[src/rtl/ex_wb_stage.sv]
// ex_wb_stage: execute-to-writeback stage with load alignment; `define MISALIGN_TRAP_EN traps misaligned LH/LHU/LW
module ex_wb_stage (
  input  logic        clk,
  input  logic        rst_n,
  input  logic        in_valid,
  output logic        in_ready,
  input  logic [31:0] alu_result,
  input  logic [31:0] pc_plus4,
  input  logic [4:0]  rd_addr,
  input  logic        rf_we,
  input  logic [1:0]  wb_sel,
  input  logic [2:0]  load_funct3,
  input  logic        mem_rvalid,
  input  logic [31:0] mem_rdata,
  input  logic        flush,
  output logic        rf_wr_en,
  output logic [4:0]  rf_wr_addr,
  output logic [31:0] rf_wr_data,
  output logic        busy,
  output logic        misaligned
);
  typedef enum logic [1:0] {IDLE, WAIT_MEM, WB} state_t;
  state_t state, state_nx;
  logic [31:0] alu_q, pc4_q, ld_q, hold_data, wb_data, ld_aligned;
  logic [15:0] half;
  logic [7:0]  byte_v;
  logic [4:0]  rd_q, hold_addr;
  logic [2:0]  f3_q;
  logic [1:0]  sel_q;
  logic        we_q, mis_q, mis_d, acc, is_load;
  assign in_ready = state != WAIT_MEM && !flush;
  assign acc      = in_valid && in_ready;
  assign is_load  = wb_sel == 2'b01;
`ifdef MISALIGN_TRAP_EN
  assign mis_d = is_load && ((load_funct3[1:0] == 2'b01 && alu_result[0]) ||
                             (load_funct3 == 3'b010 && alu_result[1:0] != 2'b00));
  assign misaligned = state == WB && mis_q && !flush;
`else
  assign mis_d      = 1'b0;
  assign misaligned = 1'b0;
`endif
  // Byte/halfword lanes are picked by the captured effective address
  assign byte_v = mem_rdata[{alu_q[1:0], 3'b000} +: 8];
  assign half   = alu_q[1] ? mem_rdata[31:16] : mem_rdata[15:0];
  assign ld_aligned = f3_q == 3'b000 ? {{24{byte_v[7]}}, byte_v} :
                      f3_q == 3'b100 ? {24'b0, byte_v} :
                      f3_q == 3'b001 ? {{16{half[15]}}, half} :
                      f3_q == 3'b101 ? {16'b0, half} : mem_rdata;
  assign wb_data    = sel_q == 2'b01 ? ld_q : sel_q == 2'b10 ? pc4_q : alu_q;
  assign rf_wr_en   = state == WB && !flush && we_q && rd_q != 5'd0 && !mis_q;
  assign rf_wr_addr = state == WB ? rd_q : hold_addr;
  assign rf_wr_data = state == WB ? wb_data : hold_data;
  assign busy       = state != IDLE;
  always_comb begin
    state_nx = IDLE;
    if (flush)
      state_nx = IDLE;
    else if (acc)
      state_nx = is_load && !mis_d ? WAIT_MEM : WB;
    else if (state == WAIT_MEM)
      state_nx = mem_rvalid ? WB : WAIT_MEM;
  end
  always_ff @(posedge clk or negedge rst_n) begin
    if (!rst_n) begin
      state     <= IDLE;
      alu_q     <= '0;
      pc4_q     <= '0;
      ld_q      <= '0;
      rd_q      <= '0;
      f3_q      <= '0;
      sel_q     <= '0;
      we_q      <= 1'b0;
      mis_q     <= 1'b0;
      hold_addr <= '0;
      hold_data <= '0;
    end else begin
      state <= state_nx;
      if (acc) begin
        alu_q <= alu_result;
        pc4_q <= pc_plus4;
        rd_q  <= rd_addr;
        f3_q  <= load_funct3;
        sel_q <= wb_sel;
        we_q  <= rf_we;
        mis_q <= mis_d;
      end
      if (state == WAIT_MEM && mem_rvalid && !flush)
        ld_q <= ld_aligned;
      if (state == WB) begin
        hold_addr <= rd_q;
        hold_data <= wb_data;
      end
    end
  end
endmodule
[config.mk]
export PLATFORM = sky130hd
export DESIGN_NAME = ex_wb_stage
export DESIGN_NICKNAME = d
export VERILOG_FILES = /design/src/rtl/ex_wb_stage.sv
export SDC_FILE = /design/constraint.sdc
export NUM_CORES = 1
export LEC_CHECK = 0
export ABC_AREA = 0
export CORE_MARGIN = 3
export CORE_UTILIZATION = 33
export CTS_BUF_LIST = sky130_fd_sc_hd__clkbuf_16
export DETAILED_ROUTE_END_ITERATION = 6
export GPL_TIMING_DRIVEN = 0
export SLEW_MARGIN = 15
export SYNTH_ARGS = -nofsm -noshare
export SYNTH_HDL_FRONTEND = slang
export SYNTH_SLANG_ARGS = --single-unit
[constraint.sdc]
create_clock -name clk -period 4.5 [get_ports clk]
set_clock_uncertainty 0.2 [all_clocks]
set_input_delay 0.9 -clock clk [delete_from_list [all_inputs] [get_ports clk]]
set_output_delay 0.9 -clock clk [all_outputs]
set_load 0.01 [all_outputs]
## Word level (Yosys, flattened, before mapping)

Index checks and enable logic that the tools add are counted.

- Div/mod/pow operators: 0
- Reduce and logical (&&, ||, !) cells: 11
- Shifts and indexed selects: 1
- Bitwise logic cells: 0
- Add/sub/neg operators: 0
- Equal/unequal tests: 9
- $lt $le $gt $ge: 0
- Muxes and demuxes: 14
- Multiply operators: 0

Operators with widths:

| kind | number |
|---|---|
| 32-bit two-way mux | 7 |
| 32-bit by 6-bit variable part select with 8-bit output | 1 |
| 16-bit two-way mux | 1 |
| 2-bit two-way mux | 5 |
| 1-bit logical AND | 7 |
| 2-bit by 1-bit == test with 1-bit output, second input constant | 3 |
| 3-bit == test, second input constant | 2 |
| 5-bit two-way mux | 1 |
| 5-bit nonzero test | 1 |
| 2-bit == test, second input constant | 2 |
| 3-bit by 1-bit == test with 1-bit output, second input constant | 1 |
| 3-bit zero test | 1 |
| 2-bit by 1-bit inequality test with 1-bit output, second input constant | 1 |
| 2-bit nonzero test | 1 |
| 1-bit zero test | 1 |

- Register bits after elaboration: 146
- Input port bits: 112
- Bits in read-only memories: 0
- Memories kept: 0
- RAM bits: 0
- Logic and storage cells: 45
- Bits in latches: 0

## Depth between registers and ports, before layout

Gate-level depths: netlist of the first run.

- Depth in word-level cells: 5
- Mapped depth: 6

## Worst setup path before layout of the first run

OpenSTA, ideal clock, no wires.

- Kind: input-to-output
- Start: in flush
- End: out rf_wr_en
- Buffers on the path: 0
- Path slack: 2,016 ps
- Cell stages on the path: 1
- Arrival time: 1,384 ps
- Path through: nor4b_1

- Longest elaborated chain between the ends: 4

RTL lines:

| element | line | text |
|---|---|---|
| from (decl) | 15 | `input logic flush,` |
| 1-bit zero test | 50 | `assign rf_wr_en = state == WB && !flush && we_q && rd_q != 5'd0 && !mis_q;` |
| 1-bit logical AND (3 in series) | 50 |  |
| to (decl) | 16 | `output logic rf_wr_en,` |

Every way passes these cells.

## Final worst setup path of the first run

- Start: reg sel_q[1]
- End: out rf_wr_data[14]

- Longest elaborated chain between the ends: 4

RTL lines:

| element | line | text |
|---|---|---|
| from (decl) | 29 | `logic [1:0] sel_q;` |
| from (signal assigned) | 83 | `sel_q <= wb_sel;` |
| 2-bit == test | 49 | `assign wb_data = sel_q == 2'b01 ? ld_q : sel_q == 2'b10 ? pc4_q : alu_q;` |
| 32-bit two-way mux | 49 |  |
| 32-bit two-way mux * | 49 |  |
| 32-bit two-way mux * | - |  |
| to (decl) | 18 | `output logic [31:0] rf_wr_data,` |

Every way passes the cells marked *; elsewhere a longest branch is shown, timed or not.

==> impl_summary.log, run 1 <==
INFO  metric dpl_wire_length = 15100 um
INFO  metric cap_viol_max_count = 0
INFO  metric synth_top_cells_by_area = dfrtp_1 (51%), mux2_1 (14%), o21ai_1 (5.1%)
INFO  metric grt_max_degree = between 90 and 100
INFO  metric die-width = roughly 150 um
INFO  metric average_footprint_of_a_synthesized_cell = roughly 11 um^2
INFO  metric worst-path-buf-inv = 3
INFO  metric critical_path_class = flip-flop to output port
INFO  metric cts_resized = 0
INFO  metric synth_top_area_share = around half
INFO  metric clkSlewWorstSetupHoldPaths = around 0.06 ns
INFO  metric grt_first_pass_wirelength = 32800 um
INFO  metric tightest_slew = slightly below 0.7 ns
INFO  metric cp_num_cells = 5
INFO  metric ff2ff_setup_slack = roughly 2.4 ns
INFO  metric crit_path_largest_cell_delay = 0.59 ns
INFO  metric timing.fmax = ~270 MHz
INFO  metric worstHoldPathType = input port to asynchronous set/reset pin
INFO  metric setup.worst_path.end_class = output port
INFO  metric synth_seq_cells = ~150
INFO  metric crit_arrival = ~2.7 ns
INFO  metric cts_hold_buffers = 0
INFO  metric critPathLaunchType = flip-flop
INFO  metric grt_setup_unrepaired = no
INFO  metric synth-edff-count = 0
INFO  metric insertedDiodeCount = 0
INFO  metric finalSetupViolations = 0
INFO  metric slew_viol_final = 0
INFO  metric fin_crit = approximately 3.8 ns
INFO  metric syn-cell-area = between 7000 and 8000 um^2
INFO  metric timing.critical_path.cells = clkbuf_1 -> clkbuf_1 -> o21ai_1 -> o21ai_1 -> clkdlybuf4s50_1
INFO  metric finalPower = about 4.6 mW
INFO  metric synth.cells.most_frequent = dfrtp_1 (146), mux2_1 (90), nand2_1 (76)
INFO  metric synthesized_netlist_cell_count = about 630
INFO  metric final_min_period_over_clock_period = ~83%
INFO  metric nNetsFinal = 916
INFO  metric clk_latency = roughly 0.42 ns
INFO  metric grt_antenna_before_repair = 0
INFO  metric tritoncts = yes
INFO  metric floorplan.core_area = 21100 um^2
INFO  metric drt_wl_total = ~21000 um
INFO  metric detail_route.first_pass.iterations = 5
INFO  metric synth_top_flop_cell = dfrtp_1
INFO  metric vdd_drop_max = 259 uV
INFO  metric cts_buffers = 17
INFO  metric overflow = 0
INFO  metric reg2reg_depth = 5
INFO  metric synth_top_area_cell = dfrtp_1
INFO  metric ys_seq_area_share = 51.4%
INFO  metric clk_root_buffer_cell = clkbuf_16
INFO  metric final.setup.worst_slack = 0.747 ns
INFO  metric share_of_synthesized_registers_carrying_an_async_set_or_reset = between 90% and 100%
INFO  metric ys_warn_count = 0
INFO  metric timing.setup.tns = 0 ns
INFO  metric via_per_inst = 5.00
INFO  metric power.density_cell_area = 475 nW/um^2
INFO  metric fillers = between 2000 and 2500
INFO  metric drc = 0
INFO  metric synthDistinctLibCells = 41
INFO  metric die_h = between 150 and 200 um
INFO  metric synth.most_common_cell = dfrtp_1
INFO  metric pre_cts_ws = around 0.99 ns
INFO  metric crit_fanout = 10
INFO  metric io_pins = 153
INFO  metric port_buffers = 151
INFO  metric leakage_power_total = roughly 4 nW
INFO  metric post_route_cells_drive_above_1_share = 11.0%
INFO  metric cts-root-to-sink-buffers = 2
INFO  metric final-hold-violation-count = 0
INFO  metric flow.area_growth_from_synthesis = 35.0%
INFO  metric r2r_start = state[1]$_DFF_PN0_
INFO  metric timing.rr.end = ld_q[3]$_DFFE_PN0P_
INFO  metric critical_path.slowest_cell = clkdlybuf4s50_1
INFO  metric initialDrtViolationCount = around 330
INFO  metric syn_nets = about 750
INFO  metric worst_slew_margin_rel = between 50 and 60%
INFO  metric clock_sink_count = approximately 150
INFO  metric drt.antenna.violating_nets = 0
INFO  metric gp_congestion = between 0.8 and 0.9
INFO  metric cp_top_family = buffers and inverters
INFO  metric grt.total_usage = 18.0%
INFO  metric cts_setup_buffers = 0
INFO  metric routed-via-count = 5456
INFO  metric outcome = completed
INFO  metric htree_num_levels = 4
INFO  metric worst-endpoint-required = 3.40 ns
INFO  metric post_layout_nonfiller_instances = approximately 1100
INFO  metric place.detailed.instances = 1060
INFO  metric routed_wire_length_per_instance = between 15 and 20 um
INFO  metric grt_pass1_vias = about 5600
INFO  metric start_util = 33.7%
INFO  metric fp-row-count = 53
INFO  metric die_area = between 20000 and 25000 um^2
[area by class of cell]
cell class	instances	area [um^2]	area share, %
Sequential cell	146	3650	38.1
Buffer	48	239	2.49
Inverter	6	22.5	0.235
Clock inverter	15	174	1.81
Multi-Input combinational cell	433	3190	33.3
Timing Repair Buffer	152	1540	16.1
Tap cell	275	344	3.59
Clock buffer	17	425	4.43
[worst max-delay path by stage]
stage | startpoint | end | slack (ns)
floorplan | flush | rf_wr_en | 2.02
global placement | rst_n | alu_q[2]$_DFFE_PN0P_ | -3.91
detailed placement | flush | rf_wr_en | 0.99
CTS | sel_q[1]$_DFFE_PN0P_ | rf_wr_data[31] | 0.64
global route | sel_q[1]$_DFFE_PN0P_ | rf_wr_data[29] | 0.52
finish | sel_q[1]$_DFFE_PN0P_ | rf_wr_data[14] | 0.75
[flip-flops by register name, indices dropped and copies added (netlist names)]
name / count
alu_q: 32
f3_q: 3
hold_addr: 5
hold_data: 32
ld_q: 32
pc4_q: 32
rd_q: 5
sel_q: 2
state: 2
we_q: 1
[where the power goes]
| part | internal, mW | switching, mW |
|---|---|---|
| clock | 0.913 | 0.546 |
| combinational | 0.673 | 0.626 |
| sequential | 1.63 | 0.168 |
| total | 3.21 | 1.34 |
[per-layer routing]
metal / GRT usage (%) / wire [um] / share of wire, % / vias to the layer above
met1: 25.5 / 9820 / 47 / 2712
li1: - / - / - / 2591
met2: 27.9 / 9760 / 47 / 139
met3: 4.69 / 997 / 4.8 / 14
met4: 4.37 / 248 / 1.2 / 0
met5: 0 / 0 / 0 / -
[kinds of logic after synthesis]
kind of cell,Yosys count,share of synthesized area (%)
buf+inv,54,3.68
compound gates,148,12.0
mux,152,24.8
flops,146,51.4
other cells,1,0.0528
simple gates,132,8.10
[placed cells by master, fill, tap and decap left out, drive strengths merged, types with 4 or more instances in the layout]
master / instances
clkinv: 8
mux4: 8
o22ai: 5
buf: 27
a221o: 5
nand2: 76
a22oi: 7
o21ai: 88
bufinv: 4
mux2: 111
nor2b: 5
inv: 8
clkdlybuf4s50: 150
nor2: 38
clkbuf: 40
mux2i: 33
a22o: 9
nand2b: 4
dfrtp: 146
a21oi: 26
[per-stage QoR]
stage	area, um^2	util, %	hold WS (ns)
final	9590	45.5	0.180
after global routing	9590	45.5	0.187
after CTS	9590	45.5	0.180
after detailed placement	8990	42.6	0.267
after global placement	8960	42.5	0.260
after floorplan	7110	-	0.249
Power figures use the tool's default switching activity.
==> run 2, diff against run 1 <==
Clock period 4.5 ns to 3.7 ns, I/O delays scaled along.
==> run 2 against run 1 <==
Effect of this change:
- sequential share of layout area hardly changed
- clock power is 22% higher
- non-clock buffer count stayed put
- critical path type unchanged
- largest cell class unchanged
- largest power group unchanged
==> impl_summary.log, run 2 (same netlist as run 1, synthesis figures left out) <==
INFO  metric place.detailed.instances = 1060 (unchanged)
INFO  metric nNetsFinal = 916 (unchanged)
INFO  metric cts_buffers = 17 (unchanged)
INFO  metric drt_wl_total = 20900 um (+0.44%)
INFO  metric critical_path.startpoint = state[1]$_DFF_PN0_
INFO  metric final_min_period_over_clock_period = 95.2%
INFO  metric die-width = 153 um (unchanged)
INFO  metric initialDrtViolationCount = 338 (+4.0%)
INFO  metric clk_root_buffer_cell = clkbuf_16
INFO  metric routed_wire_length_per_instance = 19.2 um (+0.44%)
INFO  metric grt_pass1_vias = 5598 (unchanged)
INFO  metric port_buffers = 151 (unchanged)
INFO  metric floorplan.core_area = 21100 um^2 (unchanged)
INFO  metric m1_wl = 9880 um (+0.65%)
INFO  metric layout.area.seq = 3650 um^2 (unchanged)
INFO  metric fp-row-count = 53 (unchanged)
INFO  metric worst-endpoint-required = 2.76 ns (-0.64 ns)
INFO  metric cts_setup_buffers = 0 (unchanged)
INFO  metric clkSlewWorstSetupHoldPaths = 0.06 ns (about the same)
INFO  metric r2r_start = state[1]$_DFF_PN0_
INFO  metric post_route_cells_drive_above_1_share = 11.5% (+0.49 points)
INFO  metric slew_viol_final = 0 (unchanged)
INFO  metric clock_sink_count = 146 (unchanged)
INFO  metric final.setup.worst_slack = 0.177 ns (-0.570 ns)
INFO  metric vdd_drop_max = 319 uV (+23%)
INFO  metric post_layout_nonfiller_instances = 1092 (unchanged)
INFO  metric path_common_cell = clkbuf_1
INFO  metric postLayoutCellArea = 9600 um^2 (about the same)
INFO  metric detailed_place.area = 8990 um^2 (unchanged)
INFO  metric fin_crit = ~3.5 ns
INFO  metric leakage_power_total = 4.05 nW (+0.30%)
INFO  metric critical_path_class = flip-flop to output port
INFO  metric grt_first_pass_wirelength = 32800 um (about the same)
INFO  metric drc = 0 (unchanged)
INFO  metric via_per_inst = 5.01 (+0.33%)
INFO  metric io_pins = 153 (unchanged)
INFO  metric pre_cts_ws = 0.463 ns (-0.527 ns)
INFO  metric timing.fmax = between 200 and 300 MHz
INFO  metric htree_num_levels = 4 (unchanged)
INFO  metric crit_arrival = 2.58 ns (-0.07 ns)
INFO  metric multi_input_area = 3190 um^2 (unchanged)
INFO  metric timing.critical_path.cells = nand2b_1 -> clkbuf_1 -> clkbuf_1 -> nand2_1 -> o21ai_1 -> clkdlybuf4s50_1
INFO  metric die_h = 153 um (unchanged)
INFO  metric cts_hold_buffers = 0 (unchanged)
INFO  metric critical_path.slowest_cell = clkdlybuf4s50_1
INFO  metric power.density_cell_area = 578 nW/um^2 (+22%)
INFO  metric tightest_slew = 0.698 ns (+0.0121 ns)
INFO  metric grt_antenna_before_repair = 0 (unchanged)
INFO  metric worstHoldPathType = input port to asynchronous set/reset pin
INFO  metric crit_path_largest_cell_delay = 0.60 ns (about the same)
INFO  metric critPathLaunchType = flip-flop
INFO  metric cts-root-to-sink-buffers = 2 (unchanged)
INFO  metric flow.area_growth_from_synthesis = 35.1% (about the same)
INFO  metric dpl_wire_length = 15100 um (unchanged)
INFO  metric fillers = 2067 (-0.048%)
INFO  metric finalSetupViolations = 0 (unchanged)
INFO  metric tritoncts = yes
INFO  metric grt.total_usage = 18.1% (about the same)
INFO  metric insertedDiodeCount = 0 (unchanged)
INFO  metric highest_routed_metal_layer = met4
INFO  metric final-hold-violation-count = 0 (unchanged)
INFO  metric detailroute.wirelength.met2 = 9730 um (-0.29%)
INFO  metric crit_fanout = 10 (unchanged)
INFO  metric die_area = 23300 um^2 (unchanged)
INFO  metric metal3_wl = 992 um (-0.50%)
INFO  metric most_common_cell_after_layout_fill_and_taps_aside = clkdlybuf4s50_1
INFO  metric post_route_utilization = 45.5% (about the same)
INFO  metric leading_cell_types_in_the_layout_fill_and_taps_excluded = clkdlybuf4s50_1 (150), dfrtp_1 (146), mux2_1 (90), nand2_1 (76), o21ai_1 (73)
INFO  metric cap_viol_max_count = 0 (unchanged)
INFO  metric drt.antenna.violating_nets = 0 (unchanged)
INFO  metric finalPower = 5.54 mW (+22%)
INFO  metric detail_route.first_pass.iterations = 5 (unchanged)
INFO  metric worst_slew_margin_rel = 53.5% (-0.80 points)
INFO  metric outcome = completed
INFO  metric start_util = 33.7% (unchanged)
INFO  metric clk_latency = 0.42 ns (about the same)
INFO  metric grt_setup_unrepaired = no
INFO  metric grt_max_degree = 98 (unchanged)
INFO  metric gp_congestion = 0.843 (unchanged)
INFO  metric overflow = 0 (unchanged)
INFO  metric routed-via-count = 5474 (+0.33%)
INFO  metric setup.worst_path.end_class = output port
==> run 2: cell count changes in the layout (fill, tap and decap cells not counted) <==
cell      change
clkbuf_1      -4
clkbuf_2      +4
==> run 2: layer usage <==
| metal | vias up | GRT usage, % |
|---|---|---|
| met5 | - | 0 |
| met2 | 148 | 27.9 |
| met4 | 0 | 4.37 |
| met3 | 20 | 4.69 |
| li1 | 2587 | - |
| met1 | 2719 | 25.5 |
==> run 2: stage by stage <==
step	hold WS, ns	TNS, ns
after global routing	0.0270	0
after global placement	0.260	-661.55
after floorplan	0.244	0
after CTS	0.0195	0
final	0.0188	0
after detailed placement	0.267	0
==> run 2: worst max-delay path: cells and delay by family, from the launching register on <==
| family | cells | cell delay [ns] |
|---|---|---|
| AND/OR/NAND/NOR | 2 | 0.20 |
| flip-flops | 1 | 0.41 |
| AO/OA/AOI/OAI | 1 | 0.18 |
| buffers and inverters | 3 | 1.38 |
==> run 2: repair_timing <==
item                                    4_1_cts  5_1_grt
pin swaps                                     0        0
endpoints found under the setup margin        1       15
resized for setup                             1        6
==> run 2: final timing paths <==
| path | end | slack (ns) | cells past startpoint |
|---|---|---|---|
| min reg2reg | pc4_q[8]$_DFFE_PN0P_ | 0.29 | 1 |
| min | rd_q[0]$_DFFE_PN0P_ | 0.02 | 1 |
| max | rf_wr_data[29] | 0.18 | 6 |
| max in group asynchronous | alu_q[30]$_DFFE_PN0P_ | 2.45 | 2 |
| min in group clk | pc4_q[8]$_DFFE_PN0P_ | 0.29 | 1 |
| max reg2reg | ld_q[3]$_DFFE_PN0P_ | 1.59 | 5 |
==> run 2: final cells by class <==
| type | count | share of cell area [%] |
|---|---|---|
| Clock inverter | 15 | 1.81 |
| Inverter | 6 | 0.235 |
| Multi-Input combinational cell | 433 | 33.2 |
| Timing Repair Buffer | 152 | 16.1 |
| Buffer | 48 | 2.54 |
| Clock buffer | 17 | 4.43 |
| Sequential cell | 146 | 38.1 |
| Tap cell | 275 | 3.58 |
==> run 2: power breakdown <==
part / leakage, nW / switching [mW] / total (mW) / internal (mW)
Clock: 0.299 / 0.665 / 1.78 / 1.11
Combinational: 2.00 / 0.764 / 1.58 / 0.820
Sequential: 1.74 / 0.204 / 2.18 / 1.98
Total: 4.05 / 1.63 / 5.54 / 3.91
==> run 3, diff against run 2 <==
Settings changed: SLEW_MARGIN 15 to 20.
==> run 3 against run 2 <==
Effect of this change:
- cell count unchanged
- largest power group unchanged
- worst setup slack improved by 0.046 ns
- count of clock-buffer cells in the layout unchanged
- sequential share of layout area increased by 0.18 points
- critical path depth increased by 1
- clock power decreased by 8%
- worst hold slack improved by 0.0012 ns
- critical endpoint is now rf_wr_data[17]
- global-route usage increased by 0.15 points
==> impl_summary.log, run 3 (same netlist as run 1, synthesis figures left out) <==
INFO  metric outcome = completed
INFO  metric start_util = 33.7% (unchanged)
INFO  metric detailroute.wirelength.met2 = 9800 um (+0.71%)
INFO  metric worst_slew_margin_rel = 51.9% (-1.6 points)
INFO  metric m1_wl = 9840 um (-0.39%)
INFO  metric tritoncts = yes
INFO  metric drt.antenna.violating_nets = 0 (unchanged)
INFO  metric most_common_cell_after_layout_fill_and_taps_aside = clkdlybuf4s50_1
INFO  metric critical_path_class = flip-flop to output port
INFO  metric routed_wire_length_per_instance = 19.3 um (+0.60%)
INFO  metric fp-row-count = 53 (unchanged)
INFO  metric drt_wl_total = 21000 um (+0.60%)
INFO  metric critical_path.slowest_cell = clkdlybuf4s50_1
INFO  metric timing.setup.tns = 0 ns (unchanged)
INFO  metric cts-root-to-sink-buffers = 2 (unchanged)
INFO  metric die_area = 23300 um^2 (unchanged)
INFO  metric clk_root_buffer_cell = clkbuf_16
INFO  metric cts_buffers = 17 (unchanged)
INFO  metric cts_setup_buffers = 0 (unchanged)
INFO  metric final_min_period_over_clock_period = 94.0% (-1.2 points)
INFO  metric via_per_inst = 5.02 (+0.11%)
INFO  metric worst-endpoint-required = 2.76 ns (about the same)
INFO  metric multi_input_area = 3190 um^2 (unchanged)
INFO  metric final-hold-violation-count = 0 (unchanged)
INFO  metric drc = 0 (unchanged)
INFO  metric finalSetupViolations = 0 (unchanged)
INFO  metric leakage_power_total = 4.02 nW (-0.53%)
INFO  metric crit_arrival = 2.54 ns (-0.04 ns)
INFO  metric vdd_drop_max = 337 uV (+5.7%)
INFO  metric detailed_place.area = 8990 um^2 (unchanged)
INFO  metric crit_path_largest_cell_delay = 0.59 ns (about the same)
INFO  metric clk_latency = 0.42 ns (about the same)
INFO  metric floorplan.core_area = 21100 um^2 (unchanged)
INFO  metric cap_viol_max_count = 0 (unchanged)
INFO  metric timing.fmax = 288 MHz (+1.3%)
INFO  metric power.density_cell_area = 566 nW/um^2 (-2.0%)
INFO  metric io_pins = 153 (unchanged)
INFO  metric grt_first_pass_wirelength = 33200 um (+1.1%)
INFO  metric timing.critical_path.cells = buf_2 -> buf_2 -> mux2i_1 -> nand2_1 -> o21ai_1 -> o21ai_1 -> clkdlybuf4s50_1
INFO  metric tightest_slew = 0.718 ns (+0.0202 ns)
INFO  metric slew_viol_final = 0 (unchanged)
INFO  metric overflow = 0 (unchanged)
INFO  metric htree_num_levels = 4 (unchanged)
INFO  metric routed-via-count = 5480 (+0.11%)
INFO  metric post_route_cells_drive_above_1_share = 11.6% (+0.12 points)
INFO  metric grt_antenna_before_repair = 0 (unchanged)
INFO  metric insertedDiodeCount = 0 (unchanged)
INFO  metric r2r_start = state[1]$_DFF_PN0_
INFO  metric dpl_wire_length = 15100 um (+0.34%)
INFO  metric crit_fanout = 10 (unchanged)
INFO  metric port_buffers = 151 (unchanged)
INFO  metric leading_cell_types_in_the_layout_fill_and_taps_excluded = clkdlybuf4s50_1 (150), dfrtp_1 (146), mux2_1 (90), nand2_1 (76), o21ai_1 (73)
INFO  metric grt_max_degree = 95 (-3.1%)
INFO  metric fillers = 2069 (+0.097%)
INFO  metric highest_routed_metal_layer = met4
INFO  metric die-width = 153 um (unchanged)
INFO  metric initialDrtViolationCount = 350 (+3.6%)
INFO  metric worstHoldPathType = input port to asynchronous set/reset pin
INFO  metric fin_crit = 3.48 ns (-0.0462 ns)
INFO  metric critPathLaunchType = flip-flop
INFO  metric setup.worst_path.end_class = output port
INFO  metric gp_congestion = 0.843 (unchanged)
INFO  metric detail_route.first_pass.iterations = 5 (unchanged)
INFO  metric flow.area_growth_from_synthesis = 34.4%
INFO  metric grt_setup_unrepaired = no
INFO  metric layout.area.seq = 3650 um^2 (unchanged)
INFO  metric postLayoutCellArea = 9550 um^2 (-0.48%)
INFO  metric clock_sink_count = 146 (unchanged)
INFO  metric die_h = 153 um (unchanged)
INFO  metric clkSlewWorstSetupHoldPaths = 0.06 ns (about the same)
INFO  metric grt_pass1_vias = 5630 (+0.57%)
INFO  metric critical_path.startpoint = sel_q[0]$_DFFE_PN0P_
INFO  metric metal3_wl = 1060 um (+7.2%)
INFO  metric nNetsFinal = 916 (unchanged)
INFO  metric post_route_utilization = 45.3% (-0.22 points)
INFO  metric finalPower = 5.41 mW (-2.5%)
INFO  metric grt.total_usage = 18.2% (+0.15 points)
## run 3: cell types whose count changed in the layout (fill, tap and decap cells not counted), sizes merged
cell and change:
clkinvlp +1, bufinv -2, clkinv +1
## run 3: area by class of cell
| class | count | share of cell area [%] |
|---|---|---|
| Sequential cell | 146 | 38.2 |
| Buffer | 48 | 2.57 |
| Tap cell | 275 | 3.60 |
| Timing Repair Buffer | 152 | 16.2 |
| Multi-Input combinational cell | 433 | 33.4 |
| Clock buffer | 17 | 4.45 |
| Inverter | 6 | 0.236 |
| Clock inverter | 15 | 1.32 |
## run 3: worst max-delay path, delay by kind of cell (launching register included)
kind,cells,cell delay (ns)
DFF,1,0.36
and+or+nand+nor,1,0.08
muxes,1,0.13
buffers and inverters,3,1.27
AOI/OAI and AO/OA,2,0.29
## run 3: repair_timing
action,CTS,global route
setup endpoints to repair,0,17
resized for setup,0,10
hold buffers,0,0
## run 3: worst paths after layout
| kind | end | slack, ns | cells past startpoint |
|---|---|---|---|
| max in group asynchronous | alu_q[2]$_DFFE_PN0P_ | 2.45 | 2 |
| worst min-delay path | hold_addr[2]$_DFF_PN0_ | 0.02 | 1 |
| worst max-delay path | rf_wr_data[17] | 0.22 | 7 |
| min in group clk | ld_q[5]$_DFFE_PN0P_ | 0.28 | 2 |
| worst max register to register | ld_q[3]$_DFFE_PN0P_ | 1.58 | 5 |
| worst min register to register | ld_q[5]$_DFFE_PN0P_ | 0.28 | 2 |
## run 3: stage by stage
step / std cells / hold slack, ns / worst slack (ns)
2_1_floorplan: 633 / 0.244 / 1.43
3_3_place_gp: 1059 / 0.260 / -4.55
3_5_place_dp: 1060 / 0.267 / 0.491
4_1_cts: 1092 / 0.0316 / 0.0183
5_1_grt: 1092 / 0.0395 / 0.0270
6_report: 1092 / 0.0200 / 0.223
## run 3: layer usage
layer | vias up | GRT usage [%]
li1 | 2588 | -
met2 | 159 | 28.6
met4 | 0 | 4.92
met3 | 23 | 4.71
met5 | - | 0
met1 | 2710 | 25.2
## run 3: where the power goes
group	internal, mW	switching, mW
Combinational	0.821	0.765
Sequential	1.98	0.204
Clock	0.972	0.665
Total	3.77	1.63
